**config.mk**
```make
export PLATFORM = sky130hd
export DESIGN_NAME = inst_exec_hub
export DESIGN_NICKNAME = d
export VERILOG_FILES = /design/src/rtl/inst_hub_pkg.sv /design/src/rtl/inst_reg_bank.sv /design/src/rtl/inst_exec_hub.sv
export SDC_FILE = /design/constraint.sdc
export NUM_CORES = 1
export LEC_CHECK = 0
export CORE_MARGIN = 3
export CORE_UTILIZATION = 50
export CTS_BUF_LIST = sky130_fd_sc_hd__clkbuf_2 sky130_fd_sc_hd__clkbuf_4 sky130_fd_sc_hd__clkbuf_8
export CTS_CLUSTER_DIAMETER = 50
export DETAILED_ROUTE_END_ITERATION = 8
export DONT_BUFFER_PORTS = 1
export PLACE_DENSITY_LB_ADDON = 0.12
export REMOVE_ABC_BUFFERS = 1
export SLEW_MARGIN = 10
export SYNTH_ARGS = -nofsm -noshare
export SYNTH_HDL_FRONTEND = slang
export SYNTH_HIERARCHICAL = 1
export SYNTH_SLANG_ARGS = --single-unit
```
**constraint.sdc**
```tcl
create_clock -name clk -period 4.5 [get_ports clk]
set_input_delay 0.45 -clock clk [delete_from_list [all_inputs] [get_ports clk]]
set_output_delay 0.45 -clock clk [all_outputs]
set_load 0.005 [all_outputs]
```
**src/rtl/inst_hub_pkg.sv**
```systemverilog
// inst_hub_pkg: opcodes, FSM states and default widths shared by the exec hub files
package inst_hub_pkg;
   localparam int DEF_DW = 16;
   localparam int DEF_AW = 8;
   typedef enum logic [2:0] {
      OP_REG_WR  = 3'd0,
      OP_REG_RD  = 3'd1,
      OP_SUM_RD  = 3'd2,
      OP_FIFO_WR = 3'd3,
      OP_FIFO_RD = 3'd4,
      OP_RAM_WR  = 3'd5,
      OP_RAM_RD  = 3'd6,
      OP_RSVD    = 3'd7
   } op_e;
   typedef enum logic [1:0] {S_IDLE, S_EXEC, S_WAIT, S_RESP} state_e;
endpackage

```
**src/rtl/inst_reg_bank.sv**
```systemverilog
// inst_reg_bank: output register bank with a live sum and a one-cycle-registered sum
module inst_reg_bank
   import inst_hub_pkg::*;
#(
   parameter int DW       = DEF_DW,
   parameter int AW       = DEF_AW,
   parameter int NUM_REGS = 3
) (
   input  logic                   clk,
   input  logic                   rst,
   input  logic                   we,
   input  logic [AW-1:0]          waddr,
   input  logic [DW-1:0]          wdata,
   output logic [NUM_REGS*DW-1:0] regs,
   output logic [DW-1:0]          sum_now,
   output logic [DW-1:0]          sum_out
);
   logic [NUM_REGS*DW-1:0] regs_d, regs_q;
   logic [DW-1:0]          sum_d, sum_q;
   always_comb begin
      regs_d = regs_q;
      sum_d  = '0;
      for (int k = 0; k < NUM_REGS; k++) begin
         if (we && 32'(waddr) == k) regs_d[k*DW +: DW] = wdata;
         sum_d = sum_d + regs_q[k*DW +: DW];
      end
   end
   always_ff @(posedge clk) begin
      if (rst) begin
         regs_q <= '0;
         sum_q  <= '0;
      end else begin
         regs_q <= regs_d;
         sum_q  <= sum_d;
      end
   end
   assign regs    = regs_q;
   assign sum_now = sum_d;
   assign sum_out = sum_q;
endmodule

```
**src/rtl/inst_exec_hub.sv**
```systemverilog
// inst_exec_hub: single-command executor for register, sum, FIFO and RAM operations
module inst_exec_hub
   import inst_hub_pkg::*;
#(
   parameter int DW         = DEF_DW,
   parameter int AW         = DEF_AW,
   parameter int NUM_REGS   = 3,
   parameter int RAM_RD_LAT = 1
) (
   input  logic                   clk,
   input  logic                   rst,
   input  logic                   en,
   input  logic                   cmd_valid,
   output logic                   cmd_ready,
   input  logic [2:0]             cmd_op,
   input  logic [AW-1:0]          cmd_addr,
   input  logic [DW-1:0]          cmd_wdata,
   output logic                   rsp_valid,
   input  logic                   rsp_ready,
   output logic [DW-1:0]          rsp_data,
   output logic                   rsp_err,
   output logic [NUM_REGS*DW-1:0] reg_out,
   output logic [DW-1:0]          sum_out,
   output logic                   fifo_wreq,
   output logic [DW-1:0]          fifo_wdata,
   input  logic                   fifo_wfull,
   output logic                   fifo_rreq,
   input  logic [DW-1:0]          fifo_rdata,
   input  logic                   fifo_rempty,
   output logic                   ram_wreq,
   output logic [AW-1:0]          ram_waddr,
   output logic [DW-1:0]          ram_wdata,
   output logic [AW-1:0]          ram_raddr,
   input  logic [DW-1:0]          ram_rdata
);
   state_e        state_d, state_q;
   op_e           op_d, op_q;
   logic [AW-1:0] addr_d, addr_q;
   logic [DW-1:0] wdata_d, wdata_q;
   logic          wait_d, wait_q;
   logic          rsp_valid_d, rsp_valid_q;
   logic [DW-1:0] rsp_data_d, rsp_data_q;
   logic          rsp_err_d, rsp_err_q;
   logic          exec, reg_ok, reg_we;
   logic [DW-1:0] reg_rd, sum_now;
   // Strobes are gated by rst so nothing leaks out during an aborting reset cycle.
   assign exec      = state_q == S_EXEC && !rst;
   assign reg_ok    = 32'(addr_q) < NUM_REGS;
   assign reg_we    = exec && op_q == OP_REG_WR && reg_ok;
   assign cmd_ready = state_q == S_IDLE && en && !rst;
   assign fifo_wreq = exec && op_q == OP_FIFO_WR && !fifo_wfull;
   assign fifo_rreq = exec && op_q == OP_FIFO_RD && !fifo_rempty;
   assign ram_wreq  = exec && op_q == OP_RAM_WR;
   assign fifo_wdata = rst ? '0 : wdata_q;
   assign ram_wdata  = rst ? '0 : wdata_q;
   assign ram_waddr  = rst ? '0 : addr_q;
   assign ram_raddr  = rst ? '0 : addr_q;
   assign rsp_valid  = rsp_valid_q;
   assign rsp_data   = rsp_data_q;
   assign rsp_err    = rsp_err_q;
   inst_reg_bank #(.DW(DW), .AW(AW), .NUM_REGS(NUM_REGS)) u_bank (
      .clk     (clk),
      .rst     (rst),
      .we      (reg_we),
      .waddr   (addr_q),
      .wdata   (wdata_q),
      .regs    (reg_out),
      .sum_now (sum_now),
      .sum_out (sum_out)
   );
   always_comb begin
      reg_rd = '0;
      for (int k = 0; k < NUM_REGS; k++)
         if (32'(addr_q) == k) reg_rd = reg_out[k*DW +: DW];
   end
   always_comb begin
      state_d     = state_q;
      op_d        = op_q;
      addr_d      = addr_q;
      wdata_d     = wdata_q;
      wait_d      = wait_q;
      rsp_valid_d = rsp_valid_q;
      rsp_data_d  = rsp_data_q;
      rsp_err_d   = rsp_err_q;
      case (state_q)
         S_IDLE: if (cmd_valid && en) begin
            state_d = S_EXEC;
            op_d    = op_e'(cmd_op);
            addr_d  = cmd_addr;
            wdata_d = cmd_wdata;
         end
         S_EXEC: begin
            state_d     = S_RESP;
            rsp_valid_d = 1'b1;
            rsp_data_d  = '0;
            rsp_err_d   = 1'b0;
            case (op_q)
               OP_REG_WR:  rsp_err_d = !reg_ok;
               OP_REG_RD:  begin
                  rsp_err_d  = !reg_ok;
                  rsp_data_d = reg_ok ? reg_rd : '0;
               end
               OP_SUM_RD:  rsp_data_d = sum_now;
               OP_FIFO_WR: rsp_err_d = fifo_wfull;
               OP_FIFO_RD: if (fifo_rempty) rsp_err_d = 1'b1;
                           else begin
                              state_d     = S_WAIT;
                              rsp_valid_d = 1'b0;
                              wait_d      = 1'b0;
                           end
               OP_RAM_WR:  rsp_err_d = 1'b0;
               OP_RAM_RD:  begin
                  state_d     = S_WAIT;
                  rsp_valid_d = 1'b0;
                  wait_d      = RAM_RD_LAT > 1;
               end
               default:    rsp_err_d = 1'b1;
            endcase
         end
         S_WAIT: if (wait_q) wait_d = 1'b0;
         else begin
            state_d     = S_RESP;
            rsp_valid_d = 1'b1;
            rsp_data_d  = op_q == OP_FIFO_RD ? fifo_rdata : ram_rdata;
         end
         S_RESP: if (rsp_ready) begin
            state_d     = S_IDLE;
            rsp_valid_d = 1'b0;
         end
      endcase
   end
   always_ff @(posedge clk) begin
      if (rst) begin
         state_q     <= S_IDLE;
         op_q        <= OP_REG_WR;
         addr_q      <= '0;
         wdata_q     <= '0;
         wait_q      <= 1'b0;
         rsp_valid_q <= 1'b0;
         rsp_data_q  <= '0;
         rsp_err_q   <= 1'b0;
      end else begin
         state_q     <= state_d;
         op_q        <= op_d;
         addr_q      <= addr_d;
         wdata_q     <= wdata_d;
         wait_q      <= wait_d;
         rsp_valid_q <= rsp_valid_d;
         rsp_data_q  <= rsp_data_d;
         rsp_err_q   <= rsp_err_d;
      end
   end
endmodule
```
### After elaboration in Yosys (flattened, before gate mapping)

Index checks and enable logic that the tools add are counted.

| storage, ports and cells | value |
|---|---|
| register bits | 112 |
| bits of input ports | 66 |
| output and inout bits | 134 |
| logic and storage cells | 86 |

| cells by class | value |
|---|---|
| add/subtract/negate cells | 2 |
| $lt $le $gt $ge | 1 |
| equality and inequality tests | 16 |
| mux-type cells | 25 |
| reductions and logical operators | 30 |

Operators with widths:

| operator | count |
|---|---|
| 16-bit 2-to-1 mux | 7 |
| 16-bit case mux with 2 select lines | 2 |
| 16-bit adder | 2 |
| 1-bit logical AND | 14 |
| 3-bit == test (second input constant) | 3 |
| 3-bit AND reduction | 3 |
| 8-bit by 1-bit == test with 1-bit output (second input constant) | 1 |
| 8-bit by 2-bit == test with 1-bit output (second input constant) | 1 |
| 8-bit logical NOT | 1 |
| 8-bit by 2-bit < comparator with 1-bit output (second input constant) | 1 |
| 8-bit 2-to-1 mux | 1 |
| 1-bit case mux with 2 select lines | 4 |
| 2-bit case mux with 4 select lines | 1 |
| 3-bit by 2-bit == test with 1-bit output (second input constant) | 2 |
| 2-bit 2-to-1 mux | 3 |
| 1-bit 2-to-1 mux | 5 |
| 2-bit == test (second input constant) | 2 |
| 1-bit logical NOT | 4 |
| 2-bit inequality test (second input constant) | 2 |
| 1-bit case mux with 4 select lines | 1 |
| 2-bit AND reduction | 2 |
| 3-bit by 1-bit == test with 1-bit output (second input constant) | 1 |
| 3-bit logical NOT | 1 |
| 3-bit by 1-bit inequality test with 1-bit output (second input constant) | 1 |
| 9 further kinds | 9 |

### Logic depth before layout (Yosys ltp)

| logic depth | value |
|---|---|
| word-level depth | 7 |
| depth in mapped cells | 15 |
| mapped depth without buffers | 15 |

### Modules after synthesis

Netlist, hierarchy kept.

Modules (own cells, without submodules):

| module | times used | cells each | area each (um^2) | sequential area each (um^2) |
|---|---|---|---|---|
| inst_reg_bank | 1 | 316 | 3265.6 | 1281.2 |
| inst_exec_hub | 1 | 407 | 3045.4 | 940.9 |

### Worst setup path after synthesis

Ideal clock, no wire load.

| timing path | value |
|---|---|
| path type | reg2reg |
| from | register u_bank.regs_q[8], in the netlist u_bank/regs[8] |
| to | register rsp_data_q[15], in the netlist rsp_data[15] |
| setup time | 86 ps |
| data arrival time | 2844 ps |
| data required time | 4414 ps |
| slack | 1571 ps |
| stages on the path, launching flop included | 13 |
| path buffers | 1 |
| period minus slack after synthesis | 2929 ps |
| cell sequence | dfxtp_1 fa_1 ha_1 buf_6 a21o_1 a31o_1 a221o_1 a221oi_2 xnor2_1 inv_1 o21ai_0 a21oi_1 a211oi_1 |

| between the ends | value |
|---|---|
| cells in the longest elaborated chain, start to end | 4 |

Ends and longest elaborated chain:

| item | RTL line | text |
|---|---|---|
| start, declared | inst_reg_bank.sv:18 | `logic [NUM_REGS*DW-1:0] regs_d, regs_q;` |
| start signal, assigned | inst_reg_bank.sv:33 | `regs_q <= regs_d;` |
| 16-bit adder (2 in series) | inst_reg_bank.sv:25 | `sum_d = sum_d + regs_q[k*DW +: DW];` |
| via sum_now[15] | inst_exec_hub.sv:45 | `logic [DW-1:0] reg_rd, sum_now;` |
| 16-bit case mux with 2 select lines | inst_exec_hub.sv:97 | `case (op_q)` |
| 16-bit case mux with 2 select lines | inst_exec_hub.sv:85 | `case (state_q)` |
| end signal, assigned | inst_exec_hub.sv:149 | `rsp_data_q <= rsp_data_d;` |
| end, declared | inst_exec_hub.sv:42 | `logic [DW-1:0] rsp_data_d, rsp_data_q;` |

The timed path passes the listed nets, and every way through them passes these cells.
A chain may end at the register's enable or synchronous reset.

### Worst setup path after layout

| timing path | value |
|---|---|
| from | register u_bank.regs_q[24], in the netlist u_bank/regs[24] |
| to | register rsp_data_q[15], in the netlist rsp_data[15] |

The elaborated chain is that of the path after synthesis.

==> implementation parameters <==
Parameter                              Value

Yosys
  Number of unique standard cell types used by synthesis ... 58
  Syn Inst Count ... approximately 720
  Ranking of synthesized cells by instance count ... sky130_fd_sc_hd__dfxtp_1 (111), sky130_fd_sc_hd__nor2_1 (81), sky130_fd_sc_hd__nand2_1 (70)
  Number of flip-flops and latches in the synthesized netlist ... 111
  Yosys Warn Count ... 6
  Most used flip-flop cell after synthesis ... sky130_fd_sc_hd__dfxtp_1
  Fraction of synthesized cell area taken by the top area cell type ... 35.2%
  Combined area of all synthesized cells ... between 0.006 and 0.007 mm^2
  Main area contributors after synthesis ... sky130_fd_sc_hd__dfxtp_1 (35%), sky130_fd_sc_hd__mux2i_1 (9.8%), sky130_fd_sc_hd__fa_1 (5.1%)
  Async SR Flop Fraction ... 0%
  Share of the yosys chip area belonging to registers ... between 30% and 40%
  Number of synthesized flops with an enable pin ... 0
  Mean cell area of the mapped netlist ... a little under 9 um^2
  Most instantiated library cell after synthesis ... sky130_fd_sc_hd__dfxtp_1
  Dominant cell type by area after synthesis ... sky130_fd_sc_hd__dfxtp_1

Timing
  Achievable clock frequency ... about 310 MHz
  Post-route clock skew ... around 0.016 ns
  Max transition margin ... a little under two fifths
  Total Negative Setup Slacks ... 0 ns
  Shortest period the worst path allows ... between 3 and 4 ns
  Actual transition at the worst max-transition pin ... 0.940 ns
  Number of max-slew violations in the final report ... 0
  Fin worst setup slack ... 1.25 ns
  Hold WS ... 0.136 ns
  RSZ-0062 raised after global routing ... no
  Period Utilization, post-route ... slightly above 70%
  Number of setup violations in the final report ... 0
  Total count of hold-check failures in the final report ... 0

Clock tree
  Post-CTS sizing ... 0
  Post-CTS setup repair buffer count ... 0
  Clock network latency to the later pin of the worst-skew pair ... roughly 0.39 ns
  TritonCTS clock tree ... built
  CTS Sinks ... approximately 110
  Clk buf depth ... 2
  Root cell of the clock tree ... sky130_fd_sc_hd__clkbuf_8
  CTS clock-pin slew for the worst setup and hold paths ... about 0.1 ns
  Hold buffer count at CTS ... 0
  H-tree depth reported by CTS ... 3
  TritonCTS buffer count ... 9

Global route
  Vias in the first global route ... roughly 4800
  Initial antenna violation count ... 0
  Overall global routing resource usage ... 24.9%
  Global-route wire length before repair ... around 27000 um
  Maximum number of pins on one net before global-route repair ... about 140
  Final global-route overflow total ... 0

Min path
  Hold Path Class ... in2reg

Route
  Post-detailed-route count of antenna-violating nets ... 0
  Detailed-routing iteration count for the pre-antenna-repair pass ... 5
  Wire length reported by the detailed router ... approximately 18000 um
  Initial DRC Count ... 302
  Total number of vias ... roughly 5000
  Average via count per standard cell ... roughly 5.9
  Per-cell routed wire length ... just over 20 um
  DRC viols ... 0

Floorplanning
  Die area ... roughly 0.014 mm^2
  Die X-Extent ... 118 um
  Cell row count ... 40
  Core region area ... around 0.012 mm^2
  Starting density of the core ... about 52%
  Y dimension of the die ... around 120 um
  Top-level port count ... 200

Setup path
  Largest delay share family, worst path ... compound AO/OA/AOI/OAI gates
  Worst EP required ... about 4.8 ns
  Worst-path maximum fanout ... 8
  Kind of launch point of the worst setup path ... flip-flop
  Biggest cell delay along the critical path ... ~0.46 ns
  Arr. time, crit path ... 3.55 ns
  Worst setup path class ... reg2reg
  CP endpoint kind ... flip-flop
  Cell with the largest stage delay on the worst path ... sky130_fd_sc_hd__fa_1
  Number of buffer and inverter instances along the worst setup path ... 1
  Critical Path, Cell by Cell ... fa_1 > ha_1 > a21o_1 > a31o_1 > a221o_1 > a221oi_2 > xnor2_1 > inv_1 > o21ai_0 > a21oi_1 > a211oi_1

Pwr
  Largest voltage drop on the vdd net ... roughly 290 uV
  Areal power density over the cells ... between 300 and 400 mW/mm^2
  Static Leak ... ~0.0027 uW
  Final total power ... 2540 uW

Cells and area
  Number of filler instances in the final layout ... 1147
  Total number of nets in the final design ... 779
  # diodes ... 0
  Layout cells sized above 1 ... 6.60%
  Layout overhead on the synthesized area ... 2.66%
  Post-layout util ... between 50% and 60%

Run
  Count of maximum capacitance violations ... 0

Place
  Detailed placer's ending HPWL ... ~12000 um
  Buffers added on ports ... 0
  Global placer's final weighted congestion ... between 0.8 and 0.9
  Worst setup timing slack at the placement stage ... around 1.3 ns

Outcome
  Result of the run ... finished, final reports clean
-- cell type report --
cell class | instances | area (um^2) | area share [%]
multi-input combinational | 515 | 3610 | 55.8
tap | 168 | 210 | 3.24
inverter | 28 | 105 | 1.62
clock inverter | 3 | 65.1 | 1.00
clock buffer | 12 | 165 | 2.55
timing repair buffer | 13 | 97.6 | 1.51
sequential | 111 | 2220 | 34.3
-- per-layer routing --
layer  vias up  track usage [%]  share of wire [%]
met4         0             5.86                1.5
met3        21             7.80                7.9
li1       2382                -                  -
met2       186             40.0                 47
met1      2420             32.8                 44
met5         -                0                  0
-- placed cells by master (no fill, tap or decap), types with 16 or more instances in the layout --
master	count
sky130_fd_sc_hd__o21bai_1	16
sky130_fd_sc_hd__o21ai_0	20
sky130_fd_sc_hd__fa_1	16
sky130_fd_sc_hd__a21oi_1	49
sky130_fd_sc_hd__nand2_1	70
sky130_fd_sc_hd__mux2i_1	62
sky130_fd_sc_hd__ha_1	19
sky130_fd_sc_hd__inv_1	28
sky130_fd_sc_hd__dfxtp_1	111
sky130_fd_sc_hd__nor2_1	81
sky130_fd_sc_hd__nor2b_1	38
-- flip-flops by register name (all words and copies together), names as in the netlist --
name            cells
u_bank/regs        48
op_q                3
wdata_q            16
addr_q              8
u_bank/sum_out     16
rsp_data           16
rsp_valid           1
rsp_err             1
state_q             2
-- path summary, 6_finish.rpt --
check	start	endpoint	slack, ns	cells after the start
min reg2reg	wdata_q[7]	wdata_q[7]	0.51	2
min	rst	addr_q[6]	0.14	1
max reg2reg	u_bank/regs[24]	rsp_data[15]	1.25	11
max	u_bank/regs[24]	rsp_data[15]	1.25	11
-- stage by stage --
step / cell area (um^2) / cells
finish: 6480 / 850
global route: 6480 / 850
CTS: 6480 / 850
detailed placement: 6250 / 835
global placement: 6250 / 835
floorplan: 5930 / 654
-- cell families after synthesis --
kind of cell,after synthesis,share of synthesized area (%)
AO/OA/AOI/OAI,157,16.7
XOR/XNOR,12,1.67
adder cells (fa/ha/maj),35,8.84
multiplexers,70,11.3
buffers and inverters,97,7.69
flip-flops,111,35.2
AND/OR/NAND/NOR,241,18.6
-- where the power goes --
| group | internal (uW) | switching (uW) | total [uW] |
|---|---|---|---|
| clock | 356 | 334 | 689 |
| combinational | 248 | 432 | 680 |
| sequential | 1070 | 95.4 | 1170 |
-- worst register-to-register path: stages, from the launching register on --
cell and delay, ns:
sky130_fd_sc_hd__dfxtp_1 0.43, sky130_fd_sc_hd__fa_1 0.46, sky130_fd_sc_hd__ha_1 0.40, sky130_fd_sc_hd__a21o_1 0.24, sky130_fd_sc_hd__a31o_1 0.28, sky130_fd_sc_hd__a221o_1 0.35
sky130_fd_sc_hd__a221oi_2 0.38, sky130_fd_sc_hd__xnor2_1 0.16, sky130_fd_sc_hd__inv_1 0.05, sky130_fd_sc_hd__o21ai_0 0.16, sky130_fd_sc_hd__a21oi_1 0.06, sky130_fd_sc_hd__a211oi_1 0.21
(Power assumes the default switching activity.)
